$ cat config.mk
export PLATFORM = sky130hd
export DESIGN_NAME = regfile_write_arbiter_flat
export DESIGN_NICKNAME = d
export VERILOG_FILES = /design/src/rtl/regfile_write_arbiter_if.sv /design/src/rtl/regfile_write_arbiter.sv /design/src/flat_wrapper.sv
export SDC_FILE = /design/constraint.sdc
export NUM_CORES = 1
export LEC_CHECK = 0
export ABC_AREA = 1
export BUFFER_PORTS_ARGS = -buffer_cell sky130_fd_sc_hd__buf_2
export CORE_MARGIN = 4
export CORE_UTILIZATION = 48
export CTS_BUF_LIST = sky130_fd_sc_hd__clkbuf_2 sky130_fd_sc_hd__clkbuf_4 sky130_fd_sc_hd__clkbuf_8
export DETAILED_ROUTE_END_ITERATION = 7
export PLACE_DENSITY_LB_ADDON = 0.25
export SLEW_MARGIN = 20
export SYNTH_ARGS = -nofsm -noshare
export SYNTH_HDL_FRONTEND = slang
export SYNTH_SLANG_ARGS = --single-unit
$ cat constraint.sdc
create_clock -name clk -period 3.3 [get_ports clk]
set_input_delay 0.165 -clock clk [delete_from_list [all_inputs] [get_ports clk]]
set_output_delay 0.165 -clock clk [all_outputs]
set_load 0.1 [all_outputs]
$ cat src/rtl/regfile_write_arbiter_if.sv
// Writeback bus shared by N requesters and the register file write port.
// Requesters drive req_*; the arbiter drives ready and the registered write port.
interface regfile_write_arbiter_if #(
    parameter int N_REQ  = 3,
    parameter int ADDR_W = 5,
    parameter int DATA_W = 32
);
    logic [N_REQ-1:0]        req_valid;
    logic [N_REQ-1:0]        req_last;
    logic [N_REQ*ADDR_W-1:0] req_addr;
    logic [N_REQ*DATA_W-1:0] req_data;
    logic [N_REQ-1:0]        req_ready;
    logic                    rf_we;
    logic [ADDR_W-1:0]       rf_a3;
    logic [DATA_W-1:0]       rf_wd3;
    logic [2**ADDR_W-1:0]    hazard_mask;
    logic                    burst_abort;
    logic [7:0]              drop_cnt;

    modport master (
        output req_valid, req_last, req_addr, req_data,
        input  req_ready, rf_we, rf_a3, rf_wd3,
        input  hazard_mask, burst_abort, drop_cnt
    );

    modport slave (
        input  req_valid, req_last, req_addr, req_data,
        output req_ready, rf_we, rf_a3, rf_wd3,
        output hazard_mask, burst_abort, drop_cnt
    );
endinterface

$ cat src/rtl/regfile_write_arbiter.sv
// Round-robin arbiter for the register file write port with burst lock,
// idle-timeout abort, registered write stage, hazard mask and $0 drop counter.
module regfile_write_arbiter #(
    parameter int N_REQ     = 3,
    parameter int ADDR_W    = 5,
    parameter int DATA_W    = 32,
    parameter int BURST_TMO = 16
) (
    input  logic                   clk,
    input  logic                   rst_n,
    regfile_write_arbiter_if.slave bus
);
    localparam int IDX_W  = $clog2(N_REQ);
    localparam int CNT_W  = $clog2(BURST_TMO) + 1;
    localparam int MASK_W = 2**ADDR_W;

    localparam logic [0:0] S_IDLE  = 1'b0;
    localparam logic [0:0] S_BURST = 1'b1;

    logic [0:0]        r_state;
    logic [IDX_W-1:0]  r_rr_ptr;
    logic [IDX_W-1:0]  r_owner;
    logic [CNT_W-1:0]  r_idle;
    logic              r_we;
    logic [ADDR_W-1:0] r_a3;
    logic [DATA_W-1:0] r_wd3;
    logic              r_abort;
    logic [7:0]        r_drop;

    logic              w_found;
    logic [IDX_W-1:0]  w_win;
    logic [IDX_W-1:0]  w_sel;
    logic              w_xfer;
    logic              w_last;
    logic [ADDR_W-1:0] w_addr;
    logic [DATA_W-1:0] w_data;
    logic [IDX_W-1:0]  w_next_rr;
    logic [N_REQ-1:0]  w_ready;
    logic [MASK_W-1:0] w_mask;

    function automatic logic [IDX_W-1:0] f_wrap(input int j);
        if (j >= N_REQ) return IDX_W'(j - N_REQ);
        return IDX_W'(j);
    endfunction

    // First valid requester at or after rr_ptr, wrapping around.
    always_comb begin
        w_found = 1'b0;
        w_win   = '0;
        for (int k = 0; k < N_REQ; k++) begin
            if (!w_found && bus.req_valid[f_wrap(int'(r_rr_ptr) + k)]) begin
                w_found = 1'b1;
                w_win   = f_wrap(int'(r_rr_ptr) + k);
            end
        end
    end

    assign w_sel  = (r_state == S_BURST) ? r_owner : w_win;
    assign w_xfer = (r_state == S_BURST) ? bus.req_valid[w_sel] : w_found;

    always_comb begin
        w_ready = '0;
        if (r_state == S_BURST || w_found) w_ready[w_sel] = 1'b1;
    end

    always_comb begin
        w_addr = '0;
        w_data = '0;
        w_last = 1'b0;
        for (int i = 0; i < N_REQ; i++) begin
            if (w_sel == IDX_W'(i)) begin
                w_addr = bus.req_addr[i*ADDR_W +: ADDR_W];
                w_data = bus.req_data[i*DATA_W +: DATA_W];
                w_last = bus.req_last[i];
            end
        end
    end

    assign w_next_rr = (w_sel == IDX_W'(N_REQ - 1)) ? '0 : w_sel + IDX_W'(1);
    assign w_mask    = r_we ? (MASK_W'(1) << r_a3) : '0;

    always_ff @(posedge clk or negedge rst_n) begin
        if (!rst_n) begin
            r_state  <= S_IDLE;
            r_rr_ptr <= '0;
            r_owner  <= '0;
            r_idle   <= '0;
            r_we     <= 1'b0;
            r_a3     <= '0;
            r_wd3    <= '0;
            r_abort  <= 1'b0;
            r_drop   <= '0;
        end else begin
            r_we    <= 1'b0;
            r_abort <= 1'b0;
            // Beats to $0 are consumed but never reach the register file.
            if (w_xfer) begin
                if (w_addr != '0) begin
                    r_we  <= 1'b1;
                    r_a3  <= w_addr;
                    r_wd3 <= w_data;
                end else if (r_drop != 8'hFF) begin
                    r_drop <= r_drop + 8'd1;
                end
            end
            case (r_state)
                S_IDLE: begin
                    if (w_xfer) begin
                        if (w_last) begin
                            r_rr_ptr <= w_next_rr;
                        end else begin
                            r_state <= S_BURST;
                            r_owner <= w_sel;
                            r_idle  <= '0;
                        end
                    end
                end
                S_BURST: begin
                    if (w_xfer) begin
                        if (w_last) begin
                            r_state  <= S_IDLE;
                            r_rr_ptr <= w_next_rr;
                        end else begin
                            r_idle <= '0;
                        end
                    end else if (r_idle == CNT_W'(BURST_TMO - 1)) begin
                        r_state  <= S_IDLE;
                        r_rr_ptr <= w_next_rr;
                        r_abort  <= 1'b1;
                    end else begin
                        r_idle <= r_idle + CNT_W'(1);
                    end
                end
                default: r_state <= S_IDLE;
            endcase
        end
    end

    assign bus.req_ready   = w_ready;
    assign bus.rf_we       = r_we;
    assign bus.rf_a3       = r_a3;
    assign bus.rf_wd3      = r_wd3;
    assign bus.hazard_mask = w_mask;
    assign bus.burst_abort = r_abort;
    assign bus.drop_cnt    = r_drop;
endmodule

$ cat src/flat_wrapper.sv
// flat-port wrapper written by rule: the top's interface ports become plain ports
module regfile_write_arbiter_flat 
#(
    parameter int N_REQ     = 3,
    parameter int ADDR_W    = 5,
    parameter int DATA_W    = 32,
    parameter int BURST_TMO = 16
)
  (clk, rst_n, bus_req_valid, bus_req_last, bus_req_addr, bus_req_data, bus_req_ready, bus_rf_we, bus_rf_a3, bus_rf_wd3, bus_hazard_mask, bus_burst_abort, bus_drop_cnt);
  regfile_write_arbiter_if #(.N_REQ(N_REQ), .ADDR_W(ADDR_W), .DATA_W(DATA_W)) bus_i ();
  input  logic clk;
  input  logic rst_n;
  input wire logic [$bits(bus_i.req_valid)-1:0] bus_req_valid;
  input wire logic [$bits(bus_i.req_last)-1:0] bus_req_last;
  input wire logic [$bits(bus_i.req_addr)-1:0] bus_req_addr;
  input wire logic [$bits(bus_i.req_data)-1:0] bus_req_data;
  output wire logic [$bits(bus_i.req_ready)-1:0] bus_req_ready;
  output wire logic [$bits(bus_i.rf_we)-1:0] bus_rf_we;
  output wire logic [$bits(bus_i.rf_a3)-1:0] bus_rf_a3;
  output wire logic [$bits(bus_i.rf_wd3)-1:0] bus_rf_wd3;
  output wire logic [$bits(bus_i.hazard_mask)-1:0] bus_hazard_mask;
  output wire logic [$bits(bus_i.burst_abort)-1:0] bus_burst_abort;
  output wire logic [$bits(bus_i.drop_cnt)-1:0] bus_drop_cnt;
  assign bus_i.req_valid = bus_req_valid;
  assign bus_i.req_last = bus_req_last;
  assign bus_i.req_addr = bus_req_addr;
  assign bus_i.req_data = bus_req_data;
  assign bus_req_ready = bus_i.req_ready;
  assign bus_rf_we = bus_i.rf_we;
  assign bus_rf_a3 = bus_i.rf_a3;
  assign bus_rf_wd3 = bus_i.rf_wd3;
  assign bus_hazard_mask = bus_i.hazard_mask;
  assign bus_burst_abort = bus_i.burst_abort;
  assign bus_drop_cnt = bus_i.drop_cnt;
  regfile_write_arbiter #(.N_REQ(N_REQ), .ADDR_W(ADDR_W), .DATA_W(DATA_W), .BURST_TMO(BURST_TMO)) u_core (.clk(clk), .rst_n(rst_n), .bus(bus_i));
endmodule
==> impl_metrics.csv <==
group,metric,value,unit
detailed_routing,vias,4568,
worst_setup_path,slowest_stage,"ha_1",
floorplan,start_util,50.1,%
worst_setup_path,crit_arrival,2890,ps
timing,worst_pin_slew,573,ps
run_status,status,"finished, final reports clean",
finish,drive_gt1_share,31.9,%
worst_setup_path,critPathMaxFanout,31,
clock_network,cts-root-buf,"clkbuf_8",
place,port_buffers,200,
clock_network,clk_pin_slew,60,ps
worst_setup_path,worst_setup_path_end_kind,"output port",
place,dpl.hpwl,9.82,mm
timing,tns,0,ps
hold_path,holdPathStages,5,
floorplan,die_area,9700,um^2
grt,antenna_found_initial,0,
detailed_routing,wl_per_cell,14.2,um
floorplan,core-area,7850,um^2
job,max_cap_violations,0,
worst_setup_path,worstReg2RegEnd,"u_core.bus.drop_cnt[6]",
worst_setup_path,path_cells,"inv_1, ha_1, inv_2, nand2_1, nand2_2, a21oi_4, nand3_1, nand2_1, nand3_1, nand2_4, inv_4, nor2_2, buf_4, buf_12",
hold_path,worstHoldStart,"bus_req_data[38]",
clock_network,clk_path_buf_depth,2,
grt,grt_first_pass_wirelength,20.2,mm
yosys,synth.distinct_cells,31,
detailed_routing,routed_wl,12.7,mm
detailed_routing,drcViolationCount,0,
detailed_routing,drt_first_pass_iters,5,
timing,maxSlewHeadroom,61.8,%
timing,fmax,328,MHz
finish,final_nets,910,
timing,rsz0062_at_grt,"false",
detailed_routing,vias_per_cell,5.12,
yosys,syn_nets,718,
yosys,yosysWarnings,0,
floorplan,die_x,98.5,um
yosys,synth_seq_cells,57,
place,gp_congestion,0.955,
yosys,seq_area_frac_synth,36.3,%
finish,design_area,5220,um^2
clock_network,cts.sink_count,57,
yosys,syn_inst,592,
floorplan,rows,32,
worst_setup_path,slowest_delay,410,ps
clock_network,cts_tree,"done",
yosys,syn_area,3930,um^2
grt,grtUsageTotal,25.4,%
finish,syn_to_final_growth,32.8,%
clock_network,htree_levels,3,
grt,grt_overflow,0,
hold_path,min_path_type,"primary input to flip-flop",
detailed_routing,drtIter0Drc,195,
timing,hold_viol_final,0,
timing,finalSetupViolations,0,
worst_setup_path,reg2reg_from,"u_core.r_rr_ptr[0]",
timing,drv_slew,0,
grt,grt_max_degree,39,
hold_path,hold_end,"u_core.bus.rf_wd3[6]",
detailed_routing,ant_nets,0,
timing,fin_crit,3050,ps
timing,fin_crit_sh,92.5,%
worst_setup_path,critPathKind,"flip-flop to output port",
place,placed_area,5000,um^2
timing,fin_skew,8.31,ps
floorplan,die_h,98.5,um
yosys,avgSynthCellArea,6.64,um^2
worst_setup_path,start_kind,"flip-flop",
clock_network,insertion_delay,330,ps
clock_network,cts_buffers,9,
worst_setup_path,rrSetupSlack,270,ps
finish,fillerInstances,720,
worst_setup_path,critPathRequiredTime,3130,ps
grt,grt_pass1_vias,4284,
floorplan,io_pins,201,
worst_setup_path,reg2reg_depth,19,
-- worst max-delay path by stage --
stage,startpoint,to,cells past startpoint
4_1_cts,u_core.r_rr_ptr[0],u_core.bus.drop_cnt[6],19
6_report,u_core.r_rr_ptr[0],bus_req_ready[1],14
3_5_place_dp,u_core.r_rr_ptr[0],u_core.bus.drop_cnt[6],19
5_1_grt,u_core.r_rr_ptr[0],u_core.bus.drop_cnt[6],19
3_3_place_gp,u_core.r_rr_ptr[0],u_core.bus.drop_cnt[0],19
2_1_floorplan,u_core.r_rr_ptr[0],u_core.bus.rf_wd3[22],16
-- registers in the layout (all words and copies together), names as in the netlist --
name                    count
u_core.r_state              1
u_core.r_owner              2
u_core.bus.rf_wd3          32
u_core.bus.burst_abort      1
u_core.r_idle               5
u_core.r_rr_ptr             2
u_core.bus.drop_cnt         8
u_core.bus.rf_we            1
u_core.bus.rf_a3            5
-- what timing repair did --
item / CTS / global route
endpoints found under the setup margin: 0 / 40
gates resized for setup: 0 / 5
setup buffers: 0 / 0
hold buffers: 1 / 0
hold endpoints to repair: 24 / 0
-- critical path: cells and delay by family, from the launching register on --
kind	cells	cell delay, ps
AOI/OAI and AO/OA	1	150
adders and majority gates	1	410
buffers and inverters	5	850
DFF	1	400
and+or+nand+nor	7	750
-- cell usage after synthesis --
| library cell | instances | area [um^2] |
|---|---|---|
| buf_6 | 5 | 56.3 |
| nand4_1 | 19 | 119 |
| buf_1 | 2 | 7.51 |
| inv_2 | 4 | 15.0 |
| or2_2 | 1 | 6.26 |
| nor3_2 | 1 | 10.0 |
| nor2_2 | 5 | 31.3 |
| dfrtp_1 | 57 | 1430 |
| nor2_8 | 1 | 20.0 |
| a21oi_4 | 2 | 32.5 |
| xnor2_1 | 2 | 17.5 |
| nand2_4 | 1 | 11.3 |
| nand3_2 | 1 | 10.0 |
| nor3_1 | 1 | 5.00 |
| nor2_1 | 44 | 165 |
| o21ai_1 | 3 | 15.0 |
| nand2_2 | 9 | 56.3 |
| ha_1 | 7 | 87.6 |
| nand2_1 | 246 | 923 |
| inv_1 | 35 | 131 |
| o22ai_1 | 3 | 18.8 |
| nor2_4 | 2 | 22.5 |
| nand3_1 | 101 | 505 |
| buf_4 | 3 | 22.5 |
| o21ai_0 | 4 | 20.0 |
| buf_2 | 5 | 25.0 |
| clkbuf_1 | 13 | 48.8 |
| nand3b_1 | 4 | 30.0 |
| xor2_1 | 6 | 52.6 |
| a21oi_1 | 4 | 20.0 |
| nand3_4 | 1 | 17.5 |
-- metal layers --
layer  part of all wire, %  global-route usage (%)  vias to the layer above
met5                     0                       0                        -
met4                   1.7                    8.61                        0
met3                   8.1                    5.52                       19
met2                    49                    42.2                      202
met1                    41                    32.8                     2063
li1                      -                       -                     2284
-- cell families (layout without fill, tap and decap cells) --
kind of cell | after synthesis | after routing | synth area share [%]
AND/OR/NAND/NOR | 437 | 437 | 49.2
buffers and inverters | 67 | 264 | 7.80
XOR/XNOR | 8 | 8 | 1.78
other | 0 | 2 | 0
adder cells (fa/ha/maj) | 7 | 7 | 2.23
flip-flops | 57 | 57 | 36.3
AO/OA/AOI/OAI | 16 | 16 | 2.71
-- area by class of cell --
| class | instances | area (um^2) | area share, % |
|---|---|---|---|
| clock buffers | 13 | 166 | 3.19 |
| multi-input cells | 468 | 2210 | 42.4 |
| flip-flops and latches | 57 | 1430 | 27.3 |
| repair buffers | 209 | 1120 | 21.4 |
| inverters | 39 | 149 | 2.85 |
| diodes | 2 | 5.00 | 0.0959 |
| well taps | 102 | 128 | 2.45 |
| clock inverters | 3 | 15.0 | 0.288 |
-- per-stage QoR --
step | util, % | hold WS, ps | setup WS [ps] | instances
floorplan | - | -131 | 193 | 592
detailed placement | 63.7 | 188 | 110 | 874
global route | 66.4 | 175 | 17.6 | 891
global placement | 63.7 | 180 | 349 | 874
CTS | 66.2 | 153 | 102 | 891
finish | 66.5 | 165 | 249 | 893
-- layout by cell type (no fill, tap or decap), types with 4 or more instances in the layout --
master / instances
nand3_1: 101
dfrtp_1: 57
a21oi_1: 4
nand2_1: 246
xor2_1: 6
buf_2: 198
ha_1: 7
buf_4: 6
o21ai_0: 4
clkbuf_8: 11
nand2_2: 7
inv_1: 35
nand4_1: 19
nor2_1: 44
nand3b_1: 4
nor2_2: 4
Power is not shown: default switching activity piles up to over one toggle a cycle in this logic, so the estimate is an artifact.
